[src/rtl/zorro_pkg.sv]
// zorro_pkg: shared states, targets, region selects and decode helper for the Zorro III cycle sequencer
package zorro_pkg;
  typedef enum logic [2:0] {IDLE, DECODE, WAIT_DS, ACTIVE, ACK, RECOVER} state_t;
  typedef enum logic [1:0] {T_NONE, T_ROM, T_SCSI, T_SID} target_t;
  localparam logic [3:0] ROM_SEL_DEF = 4'h0;
  localparam logic [3:0] SCSI_SEL_DEF = 4'h8;
  localparam logic [3:0] SID_SEL_DEF = 4'hC;
  function automatic target_t decode_target(input logic [3:0] a, r, s, i);
    return a == r ? T_ROM : a == s ? T_SCSI : a == i ? T_SID : T_NONE;
  endfunction
endpackage

[src/rtl/zorro_timeout_cnt.sv]
// zorro_timeout_cnt: clearable up-counter with a terminal-count flag
module zorro_timeout_cnt #(
  parameter int W = 7,
  parameter int TC = 63
) (
  input  logic clk,
  input  logic IORST_n,
  input  logic clr,
  input  logic en,
  output logic tc
);
  logic [W-1:0] count;
  always_ff @(posedge clk or negedge IORST_n)
    if (!IORST_n) count <= '0;
    else if (clr) count <= '0;
    else if (en) count <= count + 1'b1;
  assign tc = count == W'(TC);
endmodule

[src/rtl/zorro_cycle_ctrl.sv]
// zorro_cycle_ctrl: Zorro III slave-cycle sequencer selecting ROM, SCSI chip or SCSI-ID register
module zorro_cycle_ctrl import zorro_pkg::*; #(
  parameter logic [3:0] ROM_SEL = ROM_SEL_DEF,
  parameter logic [3:0] SCSI_SEL = SCSI_SEL_DEF,
  parameter logic [3:0] SID_SEL = SID_SEL_DEF,
  parameter int TIMEOUT = 64,
  parameter int TO_W = 7
) (
  input  logic       clk,
  input  logic       IORST_n,
  input  logic       FCS_n,
  input  logic       match,
  input  logic [3:0] ADDR,
  input  logic       READ,
  input  logic       DOE,
  input  logic [3:0] DS_n,
  input  logic       rom_ack,
  input  logic       scsi_ack,
  input  logic       sid_ack,
  output logic       rom_cycle,
  output logic       scsi_cycle,
  output logic       sid_cycle,
  output logic       dtack,
  output logic       data_oe,
  output logic       timeout
);
  state_t state;
  target_t target, hit;
  logic tc, ack_hit;
  assign hit = decode_target(ADDR, ROM_SEL, SCSI_SEL, SID_SEL);
  assign ack_hit = (target == T_ROM && rom_ack) || (target == T_SCSI && scsi_ack) ||
                   (target == T_SID && sid_ack);
  zorro_timeout_cnt #(.W(TO_W), .TC(TIMEOUT - 1)) u_cnt (
    .clk(clk),
    .IORST_n(IORST_n),
    .clr(state == RECOVER),
    .en(state == ACTIVE),
    .tc(tc)
  );
  always_ff @(posedge clk or negedge IORST_n)
    if (!IORST_n) begin
      state <= IDLE;
      target <= T_NONE;
      {rom_cycle, scsi_cycle, sid_cycle, dtack, data_oe, timeout} <= '0;
    end else begin
      case (state)
        IDLE: state <= !FCS_n && match ? DECODE : IDLE;
        DECODE:
          if (FCS_n) state <= RECOVER;
          else begin
            target <= hit;
            state <= hit == T_NONE ? ACK : WAIT_DS;
            dtack <= hit == T_NONE;
          end
        WAIT_DS:
          if (FCS_n) state <= RECOVER;
          else if (DOE && DS_n != 4'hF) begin
            state <= ACTIVE;
            rom_cycle <= target == T_ROM;
            scsi_cycle <= target == T_SCSI;
            sid_cycle <= target == T_SID;
            data_oe <= READ;
          end
        ACTIVE:
          // ack wins over a timeout landing on the same clock
          if (FCS_n || ack_hit || tc) begin
            {rom_cycle, scsi_cycle, sid_cycle} <= '0;
            state <= FCS_n ? RECOVER : ACK;
            dtack <= !FCS_n;
            data_oe <= data_oe && !FCS_n;
            if (!FCS_n && !ack_hit) timeout <= 1'b1;
          end
        ACK:
          if (FCS_n) begin
            state <= RECOVER;
            dtack <= 1'b0;
            data_oe <= 1'b0;
          end
        RECOVER: begin
          state <= IDLE;
          target <= T_NONE;
          dtack <= 1'b0;
          data_oe <= 1'b0;
        end
        default: state <= IDLE;
      endcase
    end
endmodule

[config.mk]
export PLATFORM = sky130hd
export DESIGN_NAME = zorro_cycle_ctrl
export DESIGN_NICKNAME = d
export VERILOG_FILES = /design/src/rtl/zorro_pkg.sv /design/src/rtl/zorro_timeout_cnt.sv /design/src/rtl/zorro_cycle_ctrl.sv
export SDC_FILE = /design/constraint.sdc
export NUM_CORES = 1
export LEC_CHECK = 0
export CORE_UTILIZATION = 44
export CTS_CLUSTER_DIAMETER = 100
export CTS_CLUSTER_SIZE = 16
export DETAILED_ROUTE_END_ITERATION = 12
export PLACE_DENSITY = 0.74
export SYNTH_ARGS = -nofsm -noshare
export SYNTH_HDL_FRONTEND = slang
export SYNTH_SLANG_ARGS = --single-unit
[constraint.sdc]
create_clock -name clk -period 1.55 [get_ports clk]
set_input_delay 0.3875 -clock clk [delete_from_list [all_inputs] [get_ports clk]]
set_output_delay 0.3875 -clock clk [all_outputs]
set_load 0.02 [all_outputs]
==> impl_metrics.ini <==
[run_status]
outcome = complete, but fails checks
violations = setup timing

[worst_setup_path]
rr_endpoint = state[2]$_DFFE_PN0P_
cp.required_ps = 1730
ff2ff_path_depth = 4
r2r_slack_ps = -10
cp_max_fo = 3
worstPathArrival_ps = 1750
start_kind = register
r2r-start = target[0]$_DFFE_PN0P_
worstSetupPathType = reg -> reg
cp-end-kind = register

[drt]
finalWirelength_mm = 2.33
dr_total_vias = 993
wl_per_cell_um = 12.9
ant_nets = 0
viasPerCell = 5.49
drc = 0
dr.pass1.iters = 4
drt_iter0_drc = 30

[placed_design]
globalplace.congestion = 0.838
place_inst = 173
pre_cts_ws_ps = -382
port_buffers = 22
placed_area_sq_um = 1400
dp_hpwl_mm = 1.78

[synth]
synthAdderAreaFrac = 0.0122
synth_top_area_frac = 0.441
synth_area_leaders = dfrtp_1 44%, o21ai_0 5.9%, nand2_1 4.0%
synthTopCellsByCount = 18 x dfrtp_1, 12 x o21ai_0, 11 x nand2_1
ys_ff_latch = 18
syn-num-nets = 127
seq_area_frac_synth = 0.441
synth_most_common_cell = dfrtp_1
synthDistinctLibCells = 38
synth_xor_area_frac = 0.0257
netlist_area_sq_um = 1020
synth_mux_area_frac = 0.0441
synth_compound_area_frac = 0.204
syn_avg_cell_area_sq_um = 9.38
synth_top_family_by_area = simple AND/OR/NAND/NOR gates
yosysTopAreaCell = dfrtp_1
synth_cells = 109
ys_warn_count = 0
synth_simple_gate_area_frac = 0.255
async_flop_share = 1.00
synth_edf_count = 0
yosys_most_used_dff = dfrtp_1

[cts]
h-tree-depth = 1
clock-sinks = 18
clk_latency_ps = 290
clk_pin_slew_ps = 100
cts_tree = yes
cts_made_buffers = 3
clockBufferDepth = 2
clock-root-buffer = clkbuf_4

[grt]
met1_usage = 0.277
grt_pass1_vias = 891
grt_usage = 0.209
grt_max_degree = 19
grt_use_met3 = 0.0182
antenna_found_initial = 0
grt_pass1_wl_mm = 3.91
overflow = 0
use_met2 = 0.347
top_usage_layer = met2

[layout]
finalCoreUtilization = 0.670
fin_area_sq_um = 1470
layout.nets = 172
fin_cells = 181
syn_to_final_growth_pct = 43.6
diodes = 0
layout-drive-gt1-share = 0.242

[die]
core_area_sq_um = 2190
die_y_um = 50.2
io_pins = 23
start_util = 0.467
die-area_sq_um = 2520
die_width_um = 50.2
rows = 17

[timing]
fin_crit_sh = 1.01
final-setup-viol-count = 2
max_freq_ghz = 0.640
max_slew_margin = 0.766
finClkSkew_ps = 0.972
hold_slack_ps = 415
slew_viol_final = 0
hold_viol = 0
tns_ps = -20.6
rsz0062_at_grt = yes
layout_setup_ws_ps = -12.4
worstMarginPinSlew_ps = 350
min_period_ps = 1560

[flow_run]
drv_cap = 0

[power_and_ir_drop]
power.total_mw = 1.53
pwr_density_cell_nw_per_um2 = 1040
leakage_nw = 0.670
ir_drop_mv = 0.709

[min_path]
hp-class = in -> async
## how the worst max path moves through the flow
stage	startpoint	end	slack (ps)	cells past startpoint
detailed placement	scsi_ack	state[2]$_DFFE_PN0P_	-380	5
global placement	scsi_ack	state[2]$_DFFE_PN0P_	-350	5
CTS	target[0]$_DFFE_PN0P_	state[2]$_DFFE_PN0P_	-40	4
finish	target[0]$_DFFE_PN0P_	state[2]$_DFFE_PN0P_	-10	4
global route	u_cnt.count[0]$_DFFE_PN0N_	rom_cycle$_DFFE_PN0P_	-100	7
floorplan	target[0]$_DFFE_PN0P_	dtack$_DFFE_PN0P_	-20	4
## layer usage
metal  vias up  wire (um)  share of wire
met1       474       1080           0.46
met2        24       1150           0.49
met5         -          0              0
met4         0         40          0.017
li1        490          -              -
met3         5         61          0.026
## worst max-delay path, cell delays in order, from the launching register on
cell,delay [ps]
dfrtp_1,410
mux2_4,320
a221oi_4,330
a21oi_1,100
or3_1,300
## cells by family (layout without fill, tap and decap cells)
kind of cell,Yosys count,in the layout
compound gates,31,31
xor+xnor,3,3
fa+ha+maj,1,1
buf+inv,5,49
flops,18,18
mux,4,4
simple gates,47,47
## layout make-up
type                       instances  area (sq um)
tap                               28          35.0
inverter                           1          3.75
clock buffer                       4          36.3
sequential                        18           450
multi-input combinational         86           567
fill                             170           723
timing repair buffer              44           375
## power breakdown
group	switching (mW)	internal [mW]
Clock	0.146	0.143
Sequential	0.0680	0.550
Combinational	0.310	0.314
Total	0.524	1.01
## placed cells by master (no fill, tap or decap), drive strengths merged, types with 2 or more instances in the layout
cell type | netlist | final
buf | 0 | 22
nor4 | 2 | 2
and3 | 2 | 2
nand3 | 2 | 2
dlygate4sd2 | 0 | 8
nand4b | 2 | 2
nand3b | 2 | 2
o21ai | 13 | 13
a31oi | 2 | 2
mux2i | 3 | 3
o31ai | 2 | 2
nor2 | 9 | 9
or2 | 2 | 2
dfrtp | 18 | 18
o311a | 2 | 2
nand4 | 4 | 4
xnor2 | 2 | 2
clkdlybuf4s50 | 0 | 14
nor2b | 5 | 5
a21oi | 8 | 8
nand2 | 11 | 11
clkbuf | 4 | 4
## sequential cells by signal, indices dropped and copies added (netlist names)
name,count
scsi_cycle,1
state,3
rom_cycle,1
data_oe,1
dtack,1
u_cnt.count,7
target,2
sid_cycle,1
timeout,1
## what timing repair did
item / in CTS / in global routing
gates resized for setup: 10 / 2
cloned: 0 / 0
hold buffers: 0 / 0
pin swaps: 4 / 7
buffers inserted: 1 / 3
endpoints found under the setup margin: 11 / 7
Power figures use the tool's default switching activity.
